$ cat src/rtl/johnson_phase_decoder_pkg.sv
// Shared definitions for consumers of Johnson ring-counter codes:
// lock FSM encoding, phase index sizing, and code legality/decode helpers.
package johnson_phase_decoder_pkg;

    typedef enum logic [1:0] {
        UNLOCK = 2'd0,
        ACQ    = 2'd1,
        LOCK   = 2'd2
    } state_t;

    // Widest Johnson code the helpers accept; callers zero-extend narrower codes.
    localparam int unsigned JW_MAX = 32;

    function automatic int unsigned idx_width(input int unsigned n);
        return $clog2(2 * n);
    endfunction

    // Legal iff at most one bit change when scanning the n-bit code end to end.
    function automatic logic johnson_legal(input logic [JW_MAX-1:0] code, input int unsigned n);
        int unsigned changes;
        changes = 0;
        for (int unsigned i = 1; i < n; i++) begin
            if (code[i] != code[i-1]) changes++;
        end
        return (changes <= 1);
    endfunction

    function automatic int unsigned johnson_idx(input logic [JW_MAX-1:0] code, input int unsigned n);
        int unsigned ones;
        ones = 0;
        for (int unsigned i = 0; i < n; i++) begin
            if (code[i]) ones++;
        end
        return code[0] ? (2 * n - ones) : ones;
    endfunction

endpackage

$ cat src/rtl/johnson_phase_decoder_if.sv
// Code input and phase/status outputs of the Johnson phase decoder.
interface johnson_phase_decoder_if #(
    parameter int unsigned N     = 4,
    parameter int unsigned REV_W = 8
);
    localparam int unsigned IW = johnson_phase_decoder_pkg::idx_width(N);

    logic [N-1:0]     din;
    logic             err_clr;
    logic [IW-1:0]    phase_idx;
    logic [2*N-1:0]   phase_oh;
    logic             phase_vld;
    logic             lock;
    logic             code_err;
    logic             seq_err;
    logic             err_sticky;
    logic [REV_W-1:0] rev_cnt;

    modport master (
        output din, err_clr,
        input  phase_idx, phase_oh, phase_vld, lock, code_err, seq_err, err_sticky, rev_cnt
    );

    modport slave (
        input  din, err_clr,
        output phase_idx, phase_oh, phase_vld, lock, code_err, seq_err, err_sticky, rev_cnt
    );

endinterface

$ cat src/rtl/johnson_phase_decoder_code_decode.sv
// Combinational N-bit Johnson code to {legal, phase index} decoder.
module johnson_code_decode
    import johnson_phase_decoder_pkg::*;
#(
    parameter  int unsigned N  = 4,
    localparam int unsigned IW = idx_width(N)
) (
    input  logic [N-1:0]  code,
    output logic          legal,
    output logic [IW-1:0] idx
);

    always_comb begin
        legal = johnson_legal(JW_MAX'(code), N);
        idx   = IW'(johnson_idx(JW_MAX'(code), N));
    end

endmodule

$ cat src/rtl/johnson_phase_decoder.sv
// Registers and decodes the Johnson counter code, classifies each step,
// and tracks lock, sticky error and completed revolutions.
module johnson_phase_decoder
    import johnson_phase_decoder_pkg::*;
#(
    parameter int unsigned N        = 4,
    parameter int unsigned LOCK_CNT = 4,
    parameter int unsigned REV_W    = 8
) (
    input logic                    clk,
    input logic                    rst,
    johnson_phase_decoder_if.slave bus
);

    localparam int unsigned   IW       = idx_width(N);
    localparam int unsigned   PH       = 2 * N;
    localparam int unsigned   CW       = $clog2(LOCK_CNT + 1);
    localparam logic [IW-1:0] LAST_IDX = IW'(PH - 1);

    logic [N-1:0]     din_q;
    logic             din_vld_q;
    logic             prev_vld_q;
    logic             prev_legal_q;
    logic [IW-1:0]    prev_idx_q;

    state_t           state_q, state_n;
    logic [CW-1:0]    cnt_q, cnt_n, cnt_inc;
    logic [REV_W-1:0] rev_q, rev_n;
    logic             sticky_q, sticky_n;

    logic [IW-1:0]    phase_idx_q;
    logic [PH-1:0]    phase_oh_q;
    logic             phase_vld_q;
    logic             code_err_q;
    logic             seq_err_q;

    logic             legal;
    logic [IW-1:0]    idx;
    logic [IW-1:0]    succ;
    logic [PH-1:0]    oh;
    logic             cmp, hold, adv;
    logic             code_err_n, seq_err_n, err_any;

    johnson_code_decode #(.N(N)) u_decode (
        .code  (din_q),
        .legal (legal),
        .idx   (idx)
    );

    always_comb begin
        oh      = '0;
        oh[idx] = 1'b1;
        succ    = (prev_idx_q == LAST_IDX) ? '0 : prev_idx_q + 1'b1;
        // An illegal previous code leaves no reference, so the next legal code re-seeds it.
        cmp     = din_vld_q && prev_vld_q && prev_legal_q && legal;
        hold    = cmp && (idx == prev_idx_q);
        adv     = cmp && (idx == succ);
    end

    always_comb begin
        state_n    = state_q;
        cnt_n      = cnt_q;
        cnt_inc    = cnt_q + 1'b1;
        rev_n      = rev_q;
        code_err_n = din_vld_q && !legal;
        seq_err_n  = cmp && !hold && !adv;
        err_any    = code_err_n || seq_err_n;

        if (din_vld_q) begin
            case (state_q)
                UNLOCK: begin
                    if (legal) begin
                        state_n = ACQ;
                        cnt_n   = '0;
                    end
                end
                ACQ: begin
                    if (err_any) begin
                        state_n = UNLOCK;
                    end else if (adv) begin
                        cnt_n = cnt_inc;
                        if (cnt_inc == CW'(LOCK_CNT)) state_n = LOCK;
                    end
                end
                LOCK: begin
                    if (err_any) begin
                        state_n = UNLOCK;
                    end else if (adv && (prev_idx_q == LAST_IDX)) begin
                        rev_n = rev_q + 1'b1;
                    end
                end
                default: state_n = UNLOCK;
            endcase
        end

        // A new error outranks a simultaneous clear.
        sticky_n = (err_any && (state_q != UNLOCK)) || (sticky_q && !bus.err_clr);
    end

    always_ff @(posedge clk or negedge rst) begin
        if (!rst) begin
            din_q        <= '0;
            din_vld_q    <= 1'b0;
            prev_vld_q   <= 1'b0;
            prev_legal_q <= 1'b0;
            prev_idx_q   <= '0;
            state_q      <= UNLOCK;
            cnt_q        <= '0;
            rev_q        <= '0;
            sticky_q     <= 1'b0;
            phase_idx_q  <= '0;
            phase_oh_q   <= '0;
            phase_vld_q  <= 1'b0;
            code_err_q   <= 1'b0;
            seq_err_q    <= 1'b0;
        end else begin
            din_q        <= bus.din;
            din_vld_q    <= 1'b1;
            prev_vld_q   <= din_vld_q;
            prev_legal_q <= legal;
            prev_idx_q   <= idx;
            state_q      <= state_n;
            cnt_q        <= cnt_n;
            rev_q        <= rev_n;
            sticky_q     <= sticky_n;
            code_err_q   <= code_err_n;
            seq_err_q    <= seq_err_n;
            phase_vld_q  <= din_vld_q && legal;
            phase_oh_q   <= (din_vld_q && legal) ? oh : '0;
            if (din_vld_q && legal) phase_idx_q <= idx;
        end
    end

    assign bus.phase_idx  = phase_idx_q;
    assign bus.phase_oh   = phase_oh_q;
    assign bus.phase_vld  = phase_vld_q;
    assign bus.lock       = (state_q == LOCK);
    assign bus.code_err   = code_err_q;
    assign bus.seq_err    = seq_err_q;
    assign bus.err_sticky = sticky_q;
    assign bus.rev_cnt    = rev_q;

endmodule

$ cat src/flat_wrapper.sv
// flat-port wrapper written by rule: the top's interface ports become plain ports
module johnson_phase_decoder_flat import johnson_phase_decoder_pkg::*;
#(
    parameter int unsigned N        = 4,
    parameter int unsigned LOCK_CNT = 4,
    parameter int unsigned REV_W    = 8
)
  (clk, rst, bus_din, bus_err_clr, bus_phase_idx, bus_phase_oh, bus_phase_vld, bus_lock, bus_code_err, bus_seq_err, bus_err_sticky, bus_rev_cnt);
  johnson_phase_decoder_if #(.N(N), .REV_W(REV_W)) bus_i ();
  input logic clk;
  input logic rst;
  input wire logic [$bits(bus_i.din)-1:0] bus_din;
  input wire logic [$bits(bus_i.err_clr)-1:0] bus_err_clr;
  output wire logic [$bits(bus_i.phase_idx)-1:0] bus_phase_idx;
  output wire logic [$bits(bus_i.phase_oh)-1:0] bus_phase_oh;
  output wire logic [$bits(bus_i.phase_vld)-1:0] bus_phase_vld;
  output wire logic [$bits(bus_i.lock)-1:0] bus_lock;
  output wire logic [$bits(bus_i.code_err)-1:0] bus_code_err;
  output wire logic [$bits(bus_i.seq_err)-1:0] bus_seq_err;
  output wire logic [$bits(bus_i.err_sticky)-1:0] bus_err_sticky;
  output wire logic [$bits(bus_i.rev_cnt)-1:0] bus_rev_cnt;
  assign bus_i.din = bus_din;
  assign bus_i.err_clr = bus_err_clr;
  assign bus_phase_idx = bus_i.phase_idx;
  assign bus_phase_oh = bus_i.phase_oh;
  assign bus_phase_vld = bus_i.phase_vld;
  assign bus_lock = bus_i.lock;
  assign bus_code_err = bus_i.code_err;
  assign bus_seq_err = bus_i.seq_err;
  assign bus_err_sticky = bus_i.err_sticky;
  assign bus_rev_cnt = bus_i.rev_cnt;
  johnson_phase_decoder #(.N(N), .LOCK_CNT(LOCK_CNT), .REV_W(REV_W)) u_core (.clk(clk), .rst(rst), .bus(bus_i));
endmodule
$ cat config.mk
export PLATFORM = sky130hd
export DESIGN_NAME = johnson_phase_decoder_flat
export DESIGN_NICKNAME = d
export VERILOG_FILES = /design/src/rtl/johnson_phase_decoder_pkg.sv /design/src/rtl/johnson_phase_decoder_if.sv /design/src/rtl/johnson_phase_decoder_code_decode.sv /design/src/rtl/johnson_phase_decoder.sv /design/src/flat_wrapper.sv
export SDC_FILE = /design/constraint.sdc
export NUM_CORES = 1
export LEC_CHECK = 0
export ABC_AREA = 1
export CORE_MARGIN = 5
export CORE_UTILIZATION = 40
export CTS_CLUSTER_SIZE = 25
export DETAILED_ROUTE_END_ITERATION = 8
export PLACE_DENSITY = 0.65
export REMOVE_ABC_BUFFERS = 1
export SYNTH_ARGS = -nofsm -noshare
export SYNTH_HDL_FRONTEND = slang
export SYNTH_SLANG_ARGS = --single-unit
$ cat constraint.sdc
create_clock -name clk -period 3.9 [get_ports clk]
set_input_delay 0.39 -clock clk [delete_from_list [all_inputs] [get_ports clk]]
set_output_delay 0.39 -clock clk [all_outputs]
set_load 0.02 [all_outputs]
Yosys cells after proc, flatten, opt, wreduce, memory -nomap -nowiden
Index checks and enable logic that the tools add are counted.

RAM bits: 0. ROM bits: 0. Latch bits: 0. Input port bits: 7. Output and inout port bits: 24. Logic and storage cells: 89. Flip-flop bits (word level): 38. Memories kept: 0.

Eq/ne operators: 15. Divide/modulo/power cells: 0. Multiplexer cells: 22. Order comparisons: 3. Reduce and logical (&&, ||, !) cells: 25. Shift operators: 0. Multipliers: 0. Add/sub/neg operators: 9. Bitwise operators: 1.

Operator list (count): adder 32 x 1 -> 32 bit, second input constant (2); 2-to-1 mux 32 bit (2); <= comparator 32 x 1 -> 1 bit, second input constant (1); 2-to-1 mux 3 bit (8); logical AND 1 bit (13); adder 3 x 1 -> 3 bit, second input constant (4); 2-to-1 mux 2 bit (5); AND reduction 5 bit (2); adder 8 x 1 -> 8 bit, second input constant (1); 2-to-1 mux 8 bit (1); == test 3 bit (2); == test 3 bit, second input constant (2); inequality test 2 x 1 -> 1 bit, second input constant (3); inequality test 3 x 1 -> 1 bit, second input constant (2); one-hot mux 2 bit (3 select lines) (1); one-hot mux 3 bit (2 select lines) (1); zero test 1 bit (4); < comparator 3 x 4 -> 1 bit, second input constant (1); AND reduction 4 bit (1); nonzero test 2 bit (2); demux 1 bit (select 3 bit) (1); >= comparator 3 x 1 -> 1 bit, second input constant (1); 2-to-1 mux 1 bit (3); inequality test 1 bit (3); other kinds (8) (9).

Depth between registers and ports, before layout
Gate-level depths: netlist (run 1).

Depth after elaboration: 17. Gate-level depth with buffers: 20. Gate-level depth less buffers: 20.

Hierarchy
From an unflattened synthesis (run 1), not the netlist that was laid out.

Cells, all modules: 228. Area, all modules: 1920.6 µm².

By module, submodules not included: johnson_phase_decoder (area an instance 1655.3 µm², cells an instance 177, sequential area each 950.9 µm², times used 1); johnson_code_decode (area an instance 265.3 µm², cells an instance 51, sequential area each 0.0 µm², times used 1).

Worst setup path before layout (run 1)
Ideal clock, no wire load.

Kind: reg-to-reg. Start point: register u_core.din_q[0]. End point: register u_core.rev_q[6] (netlist: u_core.bus.rev_cnt[6]). Path slack: 1.112 ns. Data required time: 3.778 ns. Arrival time: 2.666 ns. Library setup time: 0.122 ns. Cell stages (with the launch flop): 21. Path buffers: 1. Clock period less this slack: 2.788 ns. Cells stage by stage: dfrtp_1 > inv_1 > ha_1 > inv_2 > nand2_1 > nand2_2 > ha_1 > or2_1 > nand2_1 > nand2_2 > nand3_2 > nand2_4 > nand2_1 > nand2_2 > nor2_4 > nand3_4 > nor2_4 > nand3_4 > buf_6 > nand2_1 > o21ai_2.

Longest elaborated chain between the ends: 17. Elaborated cells on any way between the ends: 31. Classes of those cells: add/sub (6); order compare (1); eq/ne (3); mux (8); bitwise (1); reduce/logical (12).

RTL lines: start, declared (line johnson_phase_decoder.sv:20) `logic [N-1:0] din_q;`; start signal, assigned (line johnson_phase_decoder.sv:117) `din_q <= bus.din;`; 2-to-1 mux 1 bit (line johnson_phase_decoder_pkg.sv:32) `if (code[i]) ones++;`; adder 1 x 1 -> 2 bit (line johnson_phase_decoder_pkg.sv:32); 2-to-1 mux 3 bit (line johnson_phase_decoder_pkg.sv:32); adder 3 x 1 -> 3 bit (line johnson_phase_decoder_pkg.sv:32); 2-to-1 mux 3 bit (line johnson_phase_decoder_pkg.sv:32); adder 3 x 1 -> 3 bit (line johnson_phase_decoder_pkg.sv:32); 2-to-1 mux 3 bit (line johnson_phase_decoder_pkg.sv:32); subtractor 1 x 3 -> 3 bit (line johnson_phase_decoder_pkg.sv:34) `return code[0] ? (2 * n - ones) : ones;`; 2-to-1 mux 3 bit * (line johnson_phase_decoder_pkg.sv:34); via u_core.idx[1] (line johnson_phase_decoder.sv:38) `logic [IW-1:0] idx;`; == test 3 bit (line johnson_phase_decoder.sv:56) `hold = cmp && (idx == prev_idx_q);`; logical AND 1 bit (line johnson_phase_decoder.sv:56); zero test 1 bit (line johnson_phase_decoder.sv:66) `seq_err_n = cmp && !hold && !adv;`; logical AND 1 bit (2 in a row) (line johnson_phase_decoder.sv:66); logical OR 1 bit (line johnson_phase_decoder.sv:67) `err_any = code_err_n || seq_err_n;`; NOT 1 bit (no source line); AND reduction 4 bit (no source line) *; end signal, assigned (line johnson_phase_decoder.sv:124) `rev_q <= rev_n;`; end, declared (line johnson_phase_decoder.sv:28) `logic [REV_W-1:0] rev_q, rev_n;`.

Mark *: on every way through the listed nets, which the timed path passes. The rest lies on a longest branch. A chain may end at the register's enable or synchronous reset.

Final worst setup path (run 1)
Start point: register u_core.din_q[0]. End point: register u_core.rev_q[1] (netlist: u_core.bus.rev_cnt[1]).

Same word-level chain as after synthesis.

==> results of run 1 <==
-- Yosys cell counts (all sizes together) --
library cell / number
and3: 1
ha: 10
nor3: 1
a21oi: 2
o31ai: 1
xor2: 1
conb: 1
inv: 32
a21o: 1
or2: 1
buf: 3
nand2: 72
and2: 1
o21a: 3
xnor2: 8
nor2: 27
o21ai: 13
dfrtp: 38
nand3: 25
nand4: 5
-- worst max-delay path, cell delays in order, from the launching register on --
cell and delay [ns]:
sky130_fd_sc_hd__dfrtp_1 0.49, sky130_fd_sc_hd__inv_1 0.15, sky130_fd_sc_hd__ha_1 0.41, sky130_fd_sc_hd__inv_2 0.06
sky130_fd_sc_hd__nand2_1 0.07, sky130_fd_sc_hd__nand2_2 0.08, sky130_fd_sc_hd__ha_1 0.28, sky130_fd_sc_hd__or2_1 0.22
sky130_fd_sc_hd__nand2_1 0.08, sky130_fd_sc_hd__nand2_2 0.06, sky130_fd_sc_hd__nand3_2 0.09, sky130_fd_sc_hd__nand2_4 0.07
sky130_fd_sc_hd__nand2_1 0.07, sky130_fd_sc_hd__nand2_2 0.06, sky130_fd_sc_hd__nor2_4 0.11, sky130_fd_sc_hd__nand3_4 0.10
sky130_fd_sc_hd__nor2_4 0.11, sky130_fd_sc_hd__nand3_4 0.20, sky130_fd_sc_hd__nand2_1 0.14, sky130_fd_sc_hd__o21ai_2 0.06
-- per-layer routing --
metal	track usage, %	vias up
met5	0	-
met4	3.566	0
met3	3.069	6
met2	20.85	26
met1	14.32	737
li1	-	845
-- power groups by stage --
stage	Combinational, mW	Clock [mW]	Sequential [mW]
3_5_place_dp	0.256	0	0.475
2_1_floorplan	0.160	0	0.487
4_1_cts	0.257	0.280	0.467
6_report	0.254	0.272	0.467
3_3_place_gp	0.254	0	0.474
5_1_grt	0.289	0.295	0.473
-- cells by family (layout without fill, tap and decap cells) --
group / count (synthesis) / count (layout) / synth area share [%]
buf+inv: 35 / 70 / 7.395
flops: 38 / 38 / 44.60
compound gates: 20 / 20 / 6.514
xor+xnor: 9 / 9 / 3.697
fa+ha+maj: 10 / 10 / 5.869
simple gates: 133 / 133 / 31.75
other cells: 1 / 1 / 0.1759
-- area by class of cell --
class	instances	share of cell area [%]
Clock buffer	7	3.351
Tap cell	70	3.400
Sequential cell	38	36.91
Clock inverter	1	0.1943
Inverter	32	4.954
Timing Repair Buffer	30	11.46
Multi-Input combinational cell	173	39.73
-- path summary, 6_finish.rpt --
| check | startpoint | endpoint | slack [ns] |
|---|---|---|---|
| min reg2reg | u_core.bus.phase_idx[2] | u_core.bus.phase_idx[2] | 0.50 |
| min | rst | u_core.bus.rev_cnt[4] | 0.20 |
| max | u_core.din_q[0] | u_core.bus.rev_cnt[1] | 0.87 |
| max in group asynchronous | rst | u_core.din_vld_q | 3.17 |
| max reg2reg | u_core.din_q[0] | u_core.bus.rev_cnt[1] | 0.87 |
| min in group clk | u_core.bus.phase_idx[2] | u_core.bus.phase_idx[2] | 0.50 |
-- state kept, by name (all words and copies together) (netlist names) --
name                   cells
u_core.bus.err_sticky      1
u_core.bus.rev_cnt         8
u_core.din_q               4
u_core.bus.code_err        1
u_core.prev_idx_q          3
u_core.din_vld_q           1
u_core.bus.phase_oh        8
u_core.bus.seq_err         1
u_core.cnt_q               3
u_core.bus.phase_idx       3
u_core.state_q             2
u_core.bus.phase_vld       1
u_core.prev_legal_q        1
u_core.prev_vld_q          1
-- metrics by stage --
stage	total power [mW]	area [um^2]	setup WS [ns]	utilization (%)
floorplan	0.6468	2102	1.130	-
global placement	0.7278	2485	0.9714	48.34
detailed placement	0.7304	2485	0.8590	48.34
CTS	1.004	2576	0.8470	50.12
global route	1.057	2576	0.5661	50.12
finish	0.9933	2576	0.8700	50.12
==> run_summary.xml, run 1 <==
<?xml version="1.0" encoding="UTF-8"?>
<metrics>
  <group name="clock_network">
    <metric name="cts_max_level" unit="">2</metric>
    <metric name="worstSkewPairLatency" unit="ns">0.29</metric>
    <metric name="clk_pin_slew_worst_paths" unit="ns">0.08</metric>
    <metric name="post_cts_setup_buffers" unit="">0</metric>
    <metric name="cts-buffers-inserted" unit="">5</metric>
    <metric name="tritoncts_clock_tree" unit="">built</metric>
    <metric name="clockBufferDepth" unit="">2</metric>
    <metric name="cts_hold_buf" unit="">0</metric>
    <metric name="post_cts_resize_count" unit="">0</metric>
    <metric name="clock-sinks" unit="">38</metric>
    <metric name="cts-root-buf" unit="">sky130_fd_sc_hd__clkbuf_8</metric>
  </group>
  <group name="global_routing">
    <metric name="grt_pass1_vias" unit="">1597</metric>
    <metric name="grt.total_usage" unit="%">11.91</metric>
    <metric name="overflow_left_after_global_routing" unit="">0</metric>
    <metric name="antenna_violations_before_repair" unit="">0</metric>
    <metric name="largest_net_degree_at_the_start_of_global_routing" unit="">39</metric>
    <metric name="global_route_wire_length_before_repair" unit="mm">6.906</metric>
  </group>
  <group name="power_and_ir_drop">
    <metric name="power.leakage" unit="nW">1.218</metric>
    <metric name="seqPwrFrac" unit="%">47.0</metric>
    <metric name="sw_frac_of_total" unit="%">32.09</metric>
    <metric name="vdd_ir_drop_max" unit="V">0.0002721</metric>
    <metric name="intPower" unit="mW">0.6746</metric>
    <metric name="power.density" unit="mW/mm^2">385.6</metric>
    <metric name="power.net_switching" unit="mW">0.3188</metric>
    <metric name="p_clk_share" unit="%">27.4</metric>
    <metric name="pwr-share-comb" unit="%">25.5</metric>
  </group>
  <group name="timing">
    <metric name="drv_slew" unit="">0</metric>
    <metric name="period_needed" unit="ns">3.030</metric>
    <metric name="fin_crit_sh" unit="%">77.69</metric>
    <metric name="hold_slack" unit="ns">0.1987</metric>
    <metric name="fin_tns_setup" unit="ns">0</metric>
    <metric name="finalSetupViolations" unit="">0</metric>
    <metric name="timing.slew.headroom" unit="%">44.40</metric>
    <metric name="finClkSkew" unit="ns">0.009505</metric>
    <metric name="unrepaired_setup_endpoints_after_global_routing" unit="">no</metric>
    <metric name="final-hold-violation-count" unit="">0</metric>
    <metric name="max_freq" unit="MHz">330.0</metric>
    <metric name="tightest_slew" unit="ns">0.8340</metric>
  </group>
  <group name="logic_synthesis">
    <metric name="count_of_synthesis_stage_warnings_from_yosys" unit="">0</metric>
    <metric name="synth.top_cell.area_share" unit="%">44.60</metric>
    <metric name="yosysSeqAreaShare" unit="%">44.60</metric>
    <metric name="synthCells" unit="">246</metric>
    <metric name="ys_seq_elements" unit="">38</metric>
    <metric name="synthesis.area_per_instance" unit="um^2">8.667</metric>
    <metric name="synth_largest_area_cell" unit="">sky130_fd_sc_hd__dfrtp_1</metric>
    <metric name="synth.cell_area" unit="mm^2">0.002132</metric>
    <metric name="netlist-cell-type-count" unit="">32</metric>
    <metric name="synth.top_cells.by_area" unit="">sky130_fd_sc_hd__dfrtp_1 45%, sky130_fd_sc_hd__nand2_1 9.7%, sky130_fd_sc_hd__ha_1 5.9%</metric>
  </group>
  <group name="critical_path">
    <metric name="timing.critical_path.arrival" unit="ns">3.20</metric>
    <metric name="category_of_the_critical_setup_timing_path" unit="">register to register</metric>
    <metric name="critical_path_maximum_fanout" unit="">15</metric>
    <metric name="worst_setup_path_start_kind" unit="">register</metric>
    <metric name="cp.required" unit="ns">4.07</metric>
    <metric name="reg2reg_depth" unit="">19</metric>
    <metric name="critPathCaptureType" unit="">register</metric>
  </group>
  <group name="routing">
    <metric name="vias" unit="">1614</metric>
    <metric name="maxUsedRoutingLayer" unit="">met4</metric>
    <metric name="drt_wl_total" unit="mm">3.856</metric>
    <metric name="drc" unit="">0</metric>
    <metric name="wirelength_met1" unit="mm">1.776</metric>
    <metric name="drt_pass1_iterations" unit="">4</metric>
    <metric name="via_per_inst" unit="">4.598</metric>
    <metric name="wl_met2" unit="mm">1.865</metric>
    <metric name="post_drt_wl_per_cell" unit="um">10.99</metric>
    <metric name="drtIter0Drc" unit="">50</metric>
    <metric name="dr_wl_met3" unit="um">163</metric>
    <metric name="postRouteAntennaNets" unit="">0</metric>
  </group>
  <group name="placed_design">
    <metric name="dp.final_hpwl" unit="mm">2.953</metric>
    <metric name="numPlacedInstances" unit="">343</metric>
    <metric name="placement.io_buffers" unit="">30</metric>
    <metric name="gp_routability_congestion" unit="">0.8347</metric>
  </group>
  <group name="die">
    <metric name="rows" unit="">26</metric>
    <metric name="placeableCoreArea" unit="mm^2">0.005140</metric>
    <metric name="io_pins" unit="">31</metric>
    <metric name="die_height" unit="um">83.01</metric>
    <metric name="die_width" unit="um">83.01</metric>
    <metric name="floorplan.die_area" unit="mm^2">0.006890</metric>
    <metric name="initial_cell_density_of_the_core" unit="%">41.48</metric>
  </group>
  <group name="layout">
    <metric name="antenna_cells" unit="">0</metric>
    <metric name="final-instance-count-excl-fill" unit="">351</metric>
    <metric name="area_used_by_multi_input_combinational_logic" unit="mm^2">0.001023</metric>
    <metric name="num-fill-cells" unit="">535</metric>
    <metric name="area_growth_syn_to_fin" unit="%">20.83</metric>
    <metric name="drive_gt1_share" unit="%">16.73</metric>
    <metric name="final_cell_mix" unit="">55 x sky130_fd_sc_hd__nand2_1, 38 x sky130_fd_sc_hd__dfrtp_1, 29 x sky130_fd_sc_hd__clkdlybuf4s50_1</metric>
    <metric name="regArea" unit="um^2">950.9</metric>
    <metric name="layout.cells.most_common" unit="">sky130_fd_sc_hd__nand2_1</metric>
    <metric name="finish.net_count" unit="">297</metric>
  </group>
  <group name="run">
    <metric name="drv_cap" unit="">0</metric>
  </group>
  <group name="run_status">
    <metric name="outcome" unit="">finished clean</metric>
  </group>
  <group name="min_path">
    <metric name="worst_hold_path_type" unit="">input pin to async pin</metric>
  </group>
</metrics>
No activity file was read; power rests on OpenSTA's default activity.
==> run 2, diff against run 1 <==
- clock period: 3.9 -> 3 ns (I/O delays scaled with it)
==> run 2 against run 1 <==
Against the previous run:
- maximum frequency up 9.0%
- cell count up 0.85%
- global-route usage down 0.23 points
==> run_summary.xml, run 2 (synthesized netlist as in run 1, its figures left out) <==
<?xml version="1.0" encoding="UTF-8"?>
<metrics>
  <group name="run_status">
    <metric name="outcome" unit="">finished clean</metric>
  </group>
  <group name="routing">
    <metric name="drt_pass1_iterations" unit="">4</metric>
    <metric name="via_per_inst" unit="">4.633</metric>
    <metric name="vias" unit="">1640</metric>
    <metric name="drt_wl_total" unit="mm">3.885</metric>
    <metric name="post_drt_wl_per_cell" unit="um">10.97</metric>
    <metric name="postRouteAntennaNets" unit="">0</metric>
    <metric name="drc" unit="">0</metric>
    <metric name="drtIter0Drc" unit="">70</metric>
  </group>
  <group name="global_routing">
    <metric name="largest_net_degree_at_the_start_of_global_routing" unit="">39</metric>
    <metric name="antenna_violations_before_repair" unit="">0</metric>
    <metric name="overflow_left_after_global_routing" unit="">0</metric>
    <metric name="global_route_wire_length_before_repair" unit="mm">6.679</metric>
    <metric name="grt.total_usage" unit="%">11.68</metric>
    <metric name="grt_pass1_vias" unit="">1507</metric>
  </group>
  <group name="critical_path">
    <metric name="critPathTopFamily" unit="">simple AND/OR/NAND/NOR gates</metric>
    <metric name="critPathCaptureType" unit="">register</metric>
    <metric name="critical_path_cell_count" unit="">19</metric>
    <metric name="reg2reg_depth" unit="">19</metric>
    <metric name="cp.required" unit="ns">3.17</metric>
    <metric name="timing.critical_path.arrival" unit="ns">2.95</metric>
    <metric name="slowest_cell_on_the_critical_path" unit="">sky130_fd_sc_hd__ha_2</metric>
    <metric name="max_stage_delay" unit="ns">0.38</metric>
    <metric name="worst_setup_path_start_kind" unit="">register</metric>
    <metric name="critical_path_maximum_fanout" unit="">15</metric>
    <metric name="critical_path.reg2reg.startpoint" unit="">u_core.din_q[1]</metric>
    <metric name="path_buf_inv" unit="">2</metric>
    <metric name="cp_cell_sequence" unit="">inv_1 &gt; ha_2 &gt; inv_2 &gt; nand2_1 &gt; nand2_2 &gt; ha_1 &gt; or2_1 &gt; nand2_1 &gt; nand2_2 &gt; nand3_2 &gt; nand2_4 &gt; nand2_1 &gt; nand2_2 &gt; nor2_4 &gt; nand3_4 &gt; nor2_4 &gt; nand3_4 &gt; nand2_1 &gt; o21ai_2</metric>
    <metric name="regToRegEndpoint" unit="">u_core.bus.rev_cnt[1]</metric>
    <metric name="path_common_cell" unit="">sky130_fd_sc_hd__nand2_1</metric>
    <metric name="timing.reg2reg.setup_slack" unit="ns">0.22</metric>
    <metric name="category_of_the_critical_setup_timing_path" unit="">register to register</metric>
  </group>
  <group name="die">
    <metric name="die_height" unit="um">83.01</metric>
    <metric name="rows" unit="">26</metric>
    <metric name="placeableCoreArea" unit="mm^2">0.005140</metric>
    <metric name="die_width" unit="um">83.01</metric>
    <metric name="initial_cell_density_of_the_core" unit="%">41.48</metric>
    <metric name="io_pins" unit="">31</metric>
    <metric name="floorplan.die_area" unit="mm^2">0.006890</metric>
  </group>
  <group name="placed_design">
    <metric name="gp_routability_congestion" unit="">0.7752</metric>
    <metric name="dp.final_hpwl" unit="mm">2.909</metric>
    <metric name="place_ws" unit="ns">0.1802</metric>
    <metric name="placement.io_buffers" unit="">30</metric>
  </group>
  <group name="layout">
    <metric name="final_cell_mix" unit="">55 x sky130_fd_sc_hd__nand2_1, 38 x sky130_fd_sc_hd__dfrtp_1, 29 x sky130_fd_sc_hd__clkdlybuf4s50_1</metric>
    <metric name="num-fill-cells" unit="">520</metric>
    <metric name="area_used_by_multi_input_combinational_logic" unit="mm^2">0.001026</metric>
    <metric name="layout.cells.most_common" unit="">sky130_fd_sc_hd__nand2_1</metric>
    <metric name="antenna_cells" unit="">0</metric>
    <metric name="regArea" unit="um^2">950.9</metric>
    <metric name="drive_gt1_share" unit="%">18.66</metric>
    <metric name="area_growth_syn_to_fin" unit="%">22.18</metric>
    <metric name="finish.net_count" unit="">300</metric>
  </group>
  <group name="timing">
    <metric name="timing.slew.headroom" unit="%">45.11</metric>
    <metric name="final-hold-violation-count" unit="">0</metric>
    <metric name="tightest_slew" unit="ns">0.8234</metric>
    <metric name="fin_crit_sh" unit="%">92.70</metric>
    <metric name="drv_slew" unit="">0</metric>
    <metric name="finalSetupViolations" unit="">0</metric>
    <metric name="fin_tns_setup" unit="ns">0</metric>
    <metric name="unrepaired_setup_endpoints_after_global_routing" unit="">no</metric>
    <metric name="layout_setup_ws" unit="ns">0.2189</metric>
    <metric name="period_needed" unit="ns">2.781</metric>
    <metric name="finClkSkew" unit="ns">0.009114</metric>
    <metric name="max_freq" unit="MHz">359.6</metric>
  </group>
  <group name="clock_network">
    <metric name="cts-buffers-inserted" unit="">5</metric>
    <metric name="cts_max_level" unit="">2</metric>
    <metric name="cts-root-buf" unit="">sky130_fd_sc_hd__clkbuf_8</metric>
    <metric name="clock-sinks" unit="">38</metric>
    <metric name="clockBufferDepth" unit="">2</metric>
    <metric name="worstSkewPairLatency" unit="ns">0.29</metric>
    <metric name="tritoncts_clock_tree" unit="">built</metric>
    <metric name="clk_pin_slew_worst_paths" unit="ns">0.08</metric>
  </group>
  <group name="min_path">
    <metric name="worst_hold_path_type" unit="">input pin to async pin</metric>
  </group>
  <group name="power_and_ir_drop">
    <metric name="power.leakage" unit="nW">1.229</metric>
    <metric name="vdd_ir_drop_max" unit="V">0.0003202</metric>
    <metric name="power.density" unit="mW/mm^2">499.8</metric>
  </group>
  <group name="run">
    <metric name="drv_cap" unit="">0</metric>
  </group>
</metrics>
## run 2: through the flow
step           power, mW  utilization [%]  cells  hold slack [ns]  instance area (um^2)
2_1_floorplan     0.8408                -    243         0.004409                  2102
3_3_place_gp      0.9464            48.49    344           0.4451                  2492
3_5_place_dp      0.9498            48.49    344           0.4441                  2492
4_1_cts            1.315            50.34    352           0.1236                  2587
5_1_grt            1.388            50.68    354           0.1644                  2605
6_report           1.302            50.68    354          0.09504                  2605
## run 2: metal layers
metal | GRT usage [%] | routed length, um | share of wire (%)
met5 | 0 | 0 | 0
met1 | 15.12 | 1839 | 47
met4 | 4.012 | 42 | 1.1
met2 | 18.44 | 1793 | 46
met3 | 3.663 | 210 | 5.4
## run 2: final cells by class
class,count,share of cell area (%)
clock buffers,6,3.170
clock inverters,2,0.4803
inverters,32,4.899
multi-input cells,173,39.39
flip-flops and latches,38,36.50
well taps,70,3.362
repair buffers,33,12.20
## run 2: how the worst max path moves through the flow
stage | from | endpoint
after floorplan | u_core.din_q[0] | u_core.bus.rev_cnt[0]
after global placement | u_core.din_q[1] | u_core.bus.rev_cnt[1]
after detailed placement | u_core.din_q[1] | u_core.bus.rev_cnt[2]
after CTS | u_core.din_q[1] | u_core.bus.rev_cnt[1]
after global routing | u_core.din_q[1] | u_core.state_q[0]
final | u_core.din_q[1] | u_core.bus.rev_cnt[1]
## run 2: report_power, final
part | switching [mW] | total (mW) | internal, mW
registers | 0.0447 | 0.606 | 0.561
clock network | 0.177 | 0.362 | 0.185
logic | 0.201 | 0.334 | 0.133
## run 2: what timing repair did
item / 4_1_cts / 5_1_grt
resized for setup: 0 / 2
buffers inserted: 0 / 2
endpoints found under the setup margin: 0 / 11
hold buffers: 0 / 0
==> run 3, diff against run 2 <==
- ABC_AREA: 1 -> unset
==> run 3 against run 2 <==
Against the previous run:
- design area grew 2.4%
- non-clock buffer count grew 17
- area after synthesis is 5.2% lower
- critical path depth down 8
- cell count decreased by 13%
- clock skew down 0.0061 ns
- wire length grew 9.5%
- clock power is 4% lower
- flip-flop and latch count is the same
- sequential power hardly changed
- first-iteration DRC count up 69%
- critical path type unchanged
- largest cell class unchanged
- highest routed layer unchanged
==> run_summary.xml, run 3 <==
<?xml version="1.0" encoding="UTF-8"?>
<metrics>
  <group name="clock_network">
    <metric name="clock-sinks" unit="">38</metric>
    <metric name="worstSkewPairLatency" unit="ns">0.29</metric>
    <metric name="clockBufferDepth" unit="">2</metric>
    <metric name="tritoncts_clock_tree" unit="">built</metric>
    <metric name="cts_max_level" unit="">2</metric>
    <metric name="clk_pin_slew_worst_paths" unit="ns">0.08</metric>
    <metric name="cts-buffers-inserted" unit="">5</metric>
    <metric name="cts-root-buf" unit="">sky130_fd_sc_hd__clkbuf_8</metric>
    <metric name="cts_hold_buf" unit="">0</metric>
  </group>
  <group name="critical_path">
    <metric name="timing.reg2reg.setup_slack" unit="ns">0.1</metric>
    <metric name="critical_path_maximum_fanout" unit="">14</metric>
    <metric name="regToRegEndpoint" unit="">u_core.bus.rev_cnt[6]</metric>
    <metric name="critical_path.reg2reg.startpoint" unit="">u_core.din_q[0]</metric>
    <metric name="reg2reg_depth" unit="">11</metric>
    <metric name="worst_setup_path_start_kind" unit="">register</metric>
    <metric name="cp.required" unit="ns">3.18</metric>
    <metric name="timing.critical_path.arrival" unit="ns">3.08</metric>
    <metric name="critPathCaptureType" unit="">register</metric>
    <metric name="category_of_the_critical_setup_timing_path" unit="">register to register</metric>
  </group>
  <group name="layout">
    <metric name="final_cell_mix" unit="">38 x sky130_fd_sc_hd__dfrtp_1, 29 x sky130_fd_sc_hd__clkdlybuf4s50_1, 18 x sky130_fd_sc_hd__buf_4</metric>
    <metric name="layout.cells.most_common" unit="">sky130_fd_sc_hd__dfrtp_1</metric>
    <metric name="finish.net_count" unit="">256</metric>
    <metric name="antenna_cells" unit="">0</metric>
    <metric name="postLayoutCellArea" unit="mm^2">0.002669</metric>
    <metric name="area_growth_syn_to_fin" unit="%">31.99</metric>
    <metric name="drive_gt1_share" unit="%">21.25</metric>
    <metric name="final-instance-count-excl-fill" unit="">307</metric>
  </group>
  <group name="die">
    <metric name="die_width" unit="um">81.10</metric>
    <metric name="die_height" unit="um">81.10</metric>
    <metric name="floorplan.die_area" unit="mm^2">0.006576</metric>
    <metric name="io_pins" unit="">31</metric>
    <metric name="placeableCoreArea" unit="mm^2">0.004817</metric>
    <metric name="rows" unit="">25</metric>
    <metric name="initial_cell_density_of_the_core" unit="%">41.97</metric>
  </group>
  <group name="placed_design">
    <metric name="postPlaceCellArea" unit="mm^2">0.002496</metric>
    <metric name="dp.final_hpwl" unit="mm">3.050</metric>
    <metric name="gp_routability_congestion" unit="">0.7766</metric>
    <metric name="numPlacedInstances" unit="">295</metric>
    <metric name="placement.io_buffers" unit="">30</metric>
  </group>
  <group name="routing">
    <metric name="drc" unit="">0</metric>
    <metric name="via_per_inst" unit="">5.094</metric>
    <metric name="drt_wl_total" unit="mm">4.255</metric>
    <metric name="drtIter0Drc" unit="">118</metric>
    <metric name="drt_pass1_iterations" unit="">4</metric>
    <metric name="post_drt_wl_per_cell" unit="um">13.86</metric>
    <metric name="vias" unit="">1564</metric>
    <metric name="postRouteAntennaNets" unit="">0</metric>
  </group>
  <group name="timing">
    <metric name="finClkSkew" unit="ns">0.003018</metric>
    <metric name="final-hold-violation-count" unit="">0</metric>
    <metric name="fin_crit_sh" unit="%">96.69</metric>
    <metric name="tightest_slew" unit="ns">0.8535</metric>
    <metric name="finalSetupViolations" unit="">0</metric>
    <metric name="max_freq" unit="MHz">344.7</metric>
    <metric name="timing.slew.headroom" unit="%">43.10</metric>
    <metric name="drv_slew" unit="">0</metric>
    <metric name="unrepaired_setup_endpoints_after_global_routing" unit="">yes</metric>
    <metric name="period_needed" unit="ns">2.901</metric>
  </group>
  <group name="global_routing">
    <metric name="global_route_wire_length_before_repair" unit="mm">7.217</metric>
    <metric name="largest_net_degree_at_the_start_of_global_routing" unit="">39</metric>
    <metric name="grt_pass1_vias" unit="">1541</metric>
    <metric name="grt.total_usage" unit="%">14.35</metric>
    <metric name="overflow_left_after_global_routing" unit="">0</metric>
    <metric name="antenna_violations_before_repair" unit="">0</metric>
  </group>
  <group name="min_path">
    <metric name="worst_hold_path_type" unit="">input pin to async pin</metric>
  </group>
  <group name="power_and_ir_drop">
    <metric name="power.leakage" unit="nW">1.185</metric>
    <metric name="power.density" unit="mW/mm^2">500.3</metric>
    <metric name="vdd_ir_drop_max" unit="V">0.0004135</metric>
  </group>
  <group name="logic_synthesis">
    <metric name="ys_seq_elements" unit="">38</metric>
    <metric name="synth.top_cell.area_share" unit="%">47.03</metric>
    <metric name="count_of_synthesis_stage_warnings_from_yosys" unit="">0</metric>
    <metric name="synth.cell_area" unit="mm^2">0.002022</metric>
    <metric name="netlist-cell-type-count" unit="">51</metric>
    <metric name="synth.top_cells.by_area" unit="">sky130_fd_sc_hd__dfrtp_1 47%, sky130_fd_sc_hd__ha_1 6.2%, sky130_fd_sc_hd__xnor2_1 4.3%</metric>
    <metric name="synthTopCellsByCount" unit="">38 x sky130_fd_sc_hd__dfrtp_1, 16 x sky130_fd_sc_hd__nand2_1, 11 x sky130_fd_sc_hd__nand3_1, 11 x sky130_fd_sc_hd__nor2_1</metric>
    <metric name="synth-edff-count" unit="">0</metric>
    <metric name="synthMostInstantiatedCell" unit="">sky130_fd_sc_hd__dfrtp_1</metric>
    <metric name="synthesis.area_per_instance" unit="um^2">10.81</metric>
    <metric name="synth_top_flop_cell" unit="">sky130_fd_sc_hd__dfrtp_1</metric>
    <metric name="yosysSeqAreaShare" unit="%">47.03</metric>
    <metric name="synthCells" unit="">187</metric>
    <metric name="synth_largest_area_cell" unit="">sky130_fd_sc_hd__dfrtp_1</metric>
    <metric name="postSynth.asyncResetShare" unit="%">100.0</metric>
  </group>
  <group name="run">
    <metric name="drv_cap" unit="">0</metric>
  </group>
  <group name="run_status">
    <metric name="outcome" unit="">finished clean</metric>
  </group>
</metrics>
==> run 3: how the worst max path moves through the flow <==
stage	startpoint	endpoint	slack (ns)	depth (start not counted)
final	u_core.din_q[0]	u_core.bus.rev_cnt[6]	0.1	11
after global placement	u_core.din_q[0]	u_core.bus.rev_cnt[6]	0.07	13
after CTS	u_core.din_q[0]	u_core.bus.rev_cnt[6]	0.01	13
after global routing	u_core.din_q[1]	u_core.bus.rev_cnt[6]	-0.05	12
after detailed placement	u_core.din_q[1]	u_core.bus.rev_cnt[6]	-0.006	12
after floorplan	u_core.din_q[0]	u_core.bus.rev_cnt[1]	-0.36	8
==> run 3: layout make-up <==
cell class / instances / area (um^2)
inverters: 8 / 30.03
repair buffers: 50 / 452.9
flip-flops and latches: 38 / 950.9
clock buffers: 5 / 68.82
well taps: 67 / 83.83
clock inverters: 3 / 21.27
multi-input cells: 136 / 1061
fillers: 440 / 2148
==> run 3: critical path: stages (launching register included) <==
cell and delay (ns):
sky130_fd_sc_hd__dfrtp_1 0.39, sky130_fd_sc_hd__inv_2 0.10, sky130_fd_sc_hd__ha_4 0.21, sky130_fd_sc_hd__buf_4 0.17, sky130_fd_sc_hd__or3b_1 0.37, sky130_fd_sc_hd__nand4_1 0.12, sky130_fd_sc_hd__a21oi_2 0.07, sky130_fd_sc_hd__or4_4 0.55
sky130_fd_sc_hd__a221oi_4 0.41, sky130_fd_sc_hd__buf_6 0.17, sky130_fd_sc_hd__nand3_2 0.08, sky130_fd_sc_hd__xnor2_1 0.13
==> run 3: per-stage QoR <==
step           utilization (%)  hold WS, ns  setup TNS (ns)  total power, mW  setup slack, ns
5_1_grt                  55.40       0.1805         -0.1561            1.418         -0.05123
2_1_floorplan                -     0.004409          -2.476           0.8446          -0.3570
4_1_cts                  53.77       0.1366               0            1.342          0.01223
3_5_place_dp             51.82       0.4569       -0.008600           0.9884        -0.006438
6_report                 55.40       0.1143               0            1.335          0.09930
3_3_place_gp             51.82       0.4568               0           0.9803          0.06571
==> run 3: power breakdown <==
| part | switching, mW | internal, mW |
|---|---|---|
| clock | 0.186 | 0.163 |
| combinational | 0.197 | 0.180 |
| sequential | 0.0459 | 0.563 |
==> run 3: cells by family after synthesis <==
| logic type | count (synthesis) | synth area share [%] |
|---|---|---|
| buffers and inverters | 13 | 2.723 |
| flip-flops | 38 | 47.03 |
| multiplexers | 9 | 4.641 |
| XOR/XNOR | 14 | 6.807 |
| AND/OR/NAND/NOR | 73 | 19.68 |
| other | 1 | 0.1855 |
| AO/OA/AOI/OAI | 29 | 12.75 |
| adder cells (fa/ha/maj) | 10 | 6.188 |
==> run 3: timing repair <==
| action | CTS | global route |
|---|---|---|
| endpoints found under the setup margin | 2 | 10 |
| gates resized for setup | 1 | 10 |
| buffers inserted | 0 | 4 |
| pin swaps | 0 | 5 |
==> run 3: per-layer routing <==
metal	up-vias	GRT usage (%)	share of wire [%]
met1	745	19.34	47
met5	-	0	0
met4	0	6.081	1.6
met3	5	3.326	3.6
met2	36	22.09	48
li1	778	-	-
